<file path="config.mk">
export PLATFORM = sky130hd
export DESIGN_NAME = march_sequencer
export DESIGN_NICKNAME = d
export VERILOG_FILES = /design/src/rtl/march_sequencer.sv
export SDC_FILE = /design/constraint.sdc
export NUM_CORES = 1
export LEC_CHECK = 0
export CAP_MARGIN = 20
export CELL_PAD_IN_SITES_DETAIL_PLACEMENT = 1
export CELL_PAD_IN_SITES_GLOBAL_PLACEMENT = 1
export CORE_MARGIN = 8
export CORE_UTILIZATION = 40
export CTS_BUF_LIST = sky130_fd_sc_hd__clkbuf_4
export DETAILED_ROUTE_END_ITERATION = 10
export PLACE_DENSITY = 0.92
export SETUP_SLACK_MARGIN = 0.15
export SLEW_MARGIN = 20
export SYNTH_ARGS = -nofsm -noshare
export SYNTH_HDL_FRONTEND = slang
export SYNTH_SLANG_ARGS = --single-unit
</file>
<file path="constraint.sdc">
create_clock -name clk -period 5.6 [get_ports clk]
set_input_delay 1.68 -clock clk [delete_from_list [all_inputs] [get_ports clk]]
set_output_delay 1.68 -clock clk [all_outputs]
set_load 0.01 [all_outputs]
</file>
<file path="src/rtl/march_sequencer.sv">
// March C- sequencer: steps an external address counter through six elements and issues
// per-address read/write strobes with write data and expected read data.
module march_sequencer #(
    parameter int unsigned                ADDR_WIDTH = 4,
    parameter logic [ADDR_WIDTH-1:0]      LAST_ADDR  = '1
) (
    input  logic                  clk,
    input  logic                  rst,
    input  logic                  start_in,
    input  logic                  pause_in,
    input  logic [ADDR_WIDTH-1:0] tas_in,
    output logic                  hold_out,
    output logic                  updwn_out,
    output logic                  s_out,
    output logic                  r_out,
    output logic                  we_out,
    output logic                  re_out,
    output logic                  data_out,
    output logic                  exp_out,
    output logic [2:0]            elem_out,
    output logic                  busy_out,
    output logic                  done_out
);

    typedef enum logic [1:0] {StIdle, StInit, StOp, StDone} state_e;

    localparam logic [ADDR_WIDTH-1:0] AddrOne  = 1;
    localparam logic [ADDR_WIDTH-1:0] AddrZero = '0;

    state_e                r_state;
    logic [2:0]            r_elem;
    logic                  r_op;
    logic                  r_pause;  // this cycle is frozen by a pause sampled last edge
    logic                  r_step;   // this cycle's final op steps the counter

    state_e                w_state_nxt;
    logic [2:0]            w_elem_nxt;
    logic                  w_op_nxt;
    logic                  w_pause_nxt;
    logic                  w_step_nxt;
    logic                  w_down;
    logic                  w_last_op;
    logic                  w_at_end;
    logic                  w_hold;
    logic                  w_nxt_down;
    logic                  w_nxt_last;
    logic [ADDR_WIDTH-1:0] w_addr_pred;

    assign w_down    = (r_elem >= 3'd3);
    assign w_last_op = (r_elem == 3'd0) || (r_elem == 3'd5) || r_op;
    assign w_at_end  = (tas_in == (w_down ? AddrZero : LAST_ADDR));

    always_ff @(posedge clk) begin
        if (rst) begin
            r_state <= StIdle;
            r_elem  <= 3'd0;
            r_op    <= 1'b0;
            r_pause <= 1'b0;
            r_step  <= 1'b0;
        end else begin
            r_state <= w_state_nxt;
            r_elem  <= w_elem_nxt;
            r_op    <= w_op_nxt;
            r_pause <= w_pause_nxt;
            r_step  <= w_step_nxt;
        end
    end

    // Moore output decode
    always_comb begin
        w_hold    = 1'b1;
        updwn_out = 1'b0;
        s_out     = 1'b0;
        r_out     = 1'b0;
        we_out    = 1'b0;
        re_out    = 1'b0;
        data_out  = 1'b0;
        exp_out   = 1'b0;
        busy_out  = 1'b0;
        done_out  = 1'b0;
        unique case (r_state)
            StInit: begin
                busy_out  = 1'b1;
                updwn_out = w_down;
                if (!r_pause) begin
                    s_out = !w_down;
                    r_out = w_down;
                end
            end
            StOp: begin
                busy_out  = 1'b1;
                updwn_out = w_down;
                if (!r_pause) begin
                    w_hold = !r_step;
                    if (r_elem == 3'd0) begin
                        we_out = 1'b1;
                    end else if (r_elem == 3'd5) begin
                        re_out = 1'b1;
                    end else if (!r_op) begin
                        re_out  = 1'b1;
                        exp_out = !r_elem[0];
                    end else begin
                        we_out   = 1'b1;
                        data_out = r_elem[0];
                    end
                end
            end
            StDone:  done_out = 1'b1;
            default: ;
        endcase
    end

    assign hold_out = w_hold;
    assign elem_out = r_elem;

    always_comb begin
        w_state_nxt = r_state;
        w_elem_nxt  = r_elem;
        w_op_nxt    = r_op;
        w_pause_nxt = 1'b0;
        unique case (r_state)
            StIdle, StDone: begin
                if (start_in) begin
                    w_state_nxt = StInit;
                    w_elem_nxt  = 3'd0;
                    w_op_nxt    = 1'b0;
                    w_pause_nxt = pause_in;
                end
            end
            StInit: begin
                w_pause_nxt = pause_in;
                if (!r_pause) begin
                    w_state_nxt = StOp;
                    w_op_nxt    = 1'b0;
                end
            end
            StOp: begin
                w_pause_nxt = pause_in;
                if (!r_pause) begin
                    if (!w_last_op) begin
                        w_op_nxt = 1'b1;
                    end else if (!w_at_end) begin
                        w_op_nxt = 1'b0;
                    end else if (r_elem == 3'd5) begin
                        w_state_nxt = StDone;
                        w_op_nxt    = 1'b0;
                        w_pause_nxt = 1'b0;
                    end else begin
                        w_state_nxt = StInit;
                        w_elem_nxt  = r_elem + 3'd1;
                        w_op_nxt    = 1'b0;
                    end
                end
            end
            default: ;
        endcase
    end

    // Address the counter will show next cycle, so the step decision can be registered.
    always_comb begin
        if (r_state == StInit && !r_pause) begin
            w_addr_pred = w_down ? LAST_ADDR : AddrZero;
        end else if (!w_hold) begin
            w_addr_pred = w_down ? (tas_in - AddrOne) : (tas_in + AddrOne);
        end else begin
            w_addr_pred = tas_in;
        end
    end

    assign w_nxt_down = (w_elem_nxt >= 3'd3);
    assign w_nxt_last = (w_elem_nxt == 3'd0) || (w_elem_nxt == 3'd5) || w_op_nxt;
    assign w_step_nxt = (w_state_nxt == StOp) && w_nxt_last &&
                        (w_addr_pred != (w_nxt_down ? AddrZero : LAST_ADDR));

endmodule

</file>
==> metrics <==
status complete, no violations; RSZ-0062 raised after global routing false; Post-CTS Resized 0; DR WL/cell 16.26 um; Post-synth ARST share 0; share of power burned in registers 0.430; WP data required 3.92 ns; Final period util 0.7637; Sw Share 0.2943; CTS max path bufs 2; Finished Cell Area 1174 um2; Reg-to-Reg End r_step$_SDFF_PP0_; post-DP HPWL 2316 um; Hold-fix buffers, CTS 0; Hold Vio Cnt, Final 0; Yosys top cell area share 0.1707; arrival time at the worst endpoint 2.60 ns; CTS H-Tree Depth 1; # clock sinks 8; critical path cell sequence ha_1 > ha_1 > a211oi_4 > inv_1 > nor2_1 > clkdlybuf4s50_1; CP Launch Type register; final setup fails 0; FF-to-FF Start elem_out[0]$_SDFF_PP0_; diode count 0; Antenna Nets Post-Route 0; Pint 99.86 uW; post-synth cell types 39; Clk pwr share 0.308; TNS Setup 0 ns; PortBufs 20; Crit path top cell by count ha_1; Mapped Nets 145; drt via density 5.816; clk slew on worst S/H paths 0.05 ns; detailed-route via count 1012; Clk Latency, worst-skew pair 0.25 ns; CP peak stage delay 0.56 ns; Main synth FF type dfxtp_1; routed wire length 2829 um; Max Slew Vio Count 0; worst slew pin tran 0.6715 ns; Initial Utilization 0.4242; cell row count 17; Syn Inst Count 127; First-pass DRT Iterations 4; Max Clk Rate 233.8 MHz; Net Sw Power 41.65 uW; Pwr Total 141.5 uW; crit-path leading delay family buffers and inverters; Hold Path Depth 2; main area contributors after synthesis dfxtp_1 17%, ha_1 12%, o21ai_0 5.9%; WP buf/inv 2; CTS root buffer clkbuf_4; Layout Nets 166; Final GP Congestion 0.8329; Hold Path Origin r_state[1]$_SDFF_PP0_; Slowest-stage cell, CP clkdlybuf4s50_1; #FFs+latches synth 8; Remaining DRCs 0; Die ar. 4152 um2; largest net degree at the start of global routing 15; die width 64.44 um; Setup Skew 0.0006750 ns; kind of critical path register to output port; DIE HEIGHT 64.44 um; CTS buffer count 3; crit path max fanout 10; Worst Hold Class register to register; GRT Total Usage 0.1381; layout cell share with drive strength beyond 1 0.04795; WP depth 6; placed inst area 1151 um2; Synth warnings 0; Layout area overhead 25.07%; Comb power frac 0.261; first-pass GRT wire length 4857 um; number of synthesized flops with an enable pin 0; R2R setup slack 1.75 ns; Hold EP r_state[1]$_SDFF_PP0_; GRT overflow 0; pwr/cell area 120.6 nW/um2; R2R depth 12; worst rel slew slack 0.5395; MaxCap Viol Count 0; CP Capture Type output port; LEAKAGE 0.4508 nW; syn avg cell area 7.389 um2; sequential share of the synthesized area 0.1707; mapped cell area 938.4 um2; core area 2212 um2; Max VDD drop 117.7 uV; vias in the first global route 1110; 1st-iter DRT viols 25; initial antenna violation count 0; Synth area leader dfxtp_1; min Tclk post-route 4.277 ns; IO Count 21; CTS tree done; Setup Buffers After CTS 0
==> cells by family (layout without fill, tap and decap cells) <==
logic type	count (synthesis)	count (layout)	share of synthesized area
compound gates	38	38	0.2787
xor+xnor	2	2	0.01867
simple gates	54	54	0.3027
mux	3	3	0.03200
fa+ha+maj	10	10	0.1413
flops	8	8	0.1707
buf+inv	12	31	0.05600
==> cell usage in the layout (no fill, tap or decap), types with 2 or more instances in the layout <==
cell type / synthesis / final
a21oi_1: 10 / 10
a31oi_1: 2 / 2
and2_1: 2 / 2
clkbuf_4: 0 / 3
clkdlybuf4s50_1: 0 / 20
dfxtp_1: 8 / 8
ha_1: 9 / 9
inv_1: 8 / 8
mux2i_1: 3 / 3
nand2_1: 8 / 8
nand2b_1: 3 / 3
nand3_1: 5 / 5
nand3b_1: 2 / 2
nor2_1: 14 / 14
nor2b_1: 5 / 5
nor3_1: 7 / 7
nor3b_1: 2 / 2
o21ai_0: 11 / 11
o31ai_1: 3 / 3
xnor2_1: 2 / 2
==> per-layer routing <==
metal  GRT usage  vias up  wire, um
met5           0        -         0
met4     0.05177        0        23
met3     0.02234        4        53
met2      0.2559       14      1500
met1      0.1532      490      1250
li1            -      504         -
==> worst max-delay path by stage <==
stage,to,from
finish,s_out,elem_out[0]$_SDFF_PP0_
global route,exp_out,elem_out[0]$_SDFF_PP0_
floorplan,r_step$_SDFF_PP0_,tas_in[2]
global placement,r_step$_SDFF_PP0_,tas_in[2]
detailed placement,r_step$_SDFF_PP0_,tas_in[1]
CTS,exp_out,elem_out[0]$_SDFF_PP0_
==> power by group through the flow <==
stage	Clock, mW	Sequential (mW)	Combinational (mW)
after global routing	0.0484	0.0611	0.0408
final	0.0437	0.0609	0.0370
after floorplan	0	0.0605	0.0225
after detailed placement	0	0.0620	0.0370
after global placement	0	0.0618	0.0349
after CTS	0.0463	0.0608	0.0371
==> cell usage after synthesis (2+ instances only) <==
master	instances
nand2_1	8
a21oi_1	10
nor3b_1	2
nor2_1	14
o21ai_0	11
clkbuf_1	3
a31oi_1	2
mux2i_1	3
o31ai_1	3
nor3_1	7
nand2b_1	3
nor2b_1	5
nand3_1	5
ha_1	9
inv_1	8
nand3b_1	2
xnor2_1	2
dfxtp_1	8
and2_1	2
==> layout make-up <==
| class | count | area [um2] |
|---|---|---|
| timing repair buffer | 20 | 200.2 |
| sequential | 8 | 160.2 |
| multi-input combinational | 107 | 725.7 |
| clock buffer | 3 | 22.52 |
| fill | 294 | 1039 |
| inverter | 8 | 30.03 |
| tap | 28 | 35.03 |
==> metrics by stage <==
stage	setup WS (ns)	cells	utilization	hold WS [ns]
CTS	1.295	174	0.5305	0.5912
global route	1.157	174	0.5305	0.6317
finish	1.323	174	0.5305	0.5981
detailed placement	1.298	171	0.5204	0.5790
global placement	1.439	171	0.5204	0.5665
floorplan	2.024	127	-	0.5141
==> sequential cells by signal (all words and copies together), names as in the netlist <==
register  flops
r_step        1
r_pause       1
elem_out      3
r_op          1
r_state       2
==> worst register-to-register path: cells and delay by family (launching register included) <==
kind / cells / cell delay [ns]
flip-flops: 1 / 0.43
AO/OA/AOI/OAI: 4 / 1.08
AND/OR/NAND/NOR: 2 / 0.72
buffers and inverters: 1 / 0.23
adder cells (fa/ha/maj): 3 / 0.91
multiplexers: 2 / 0.40
Note: power is estimated with default switching activity, not from simulation.
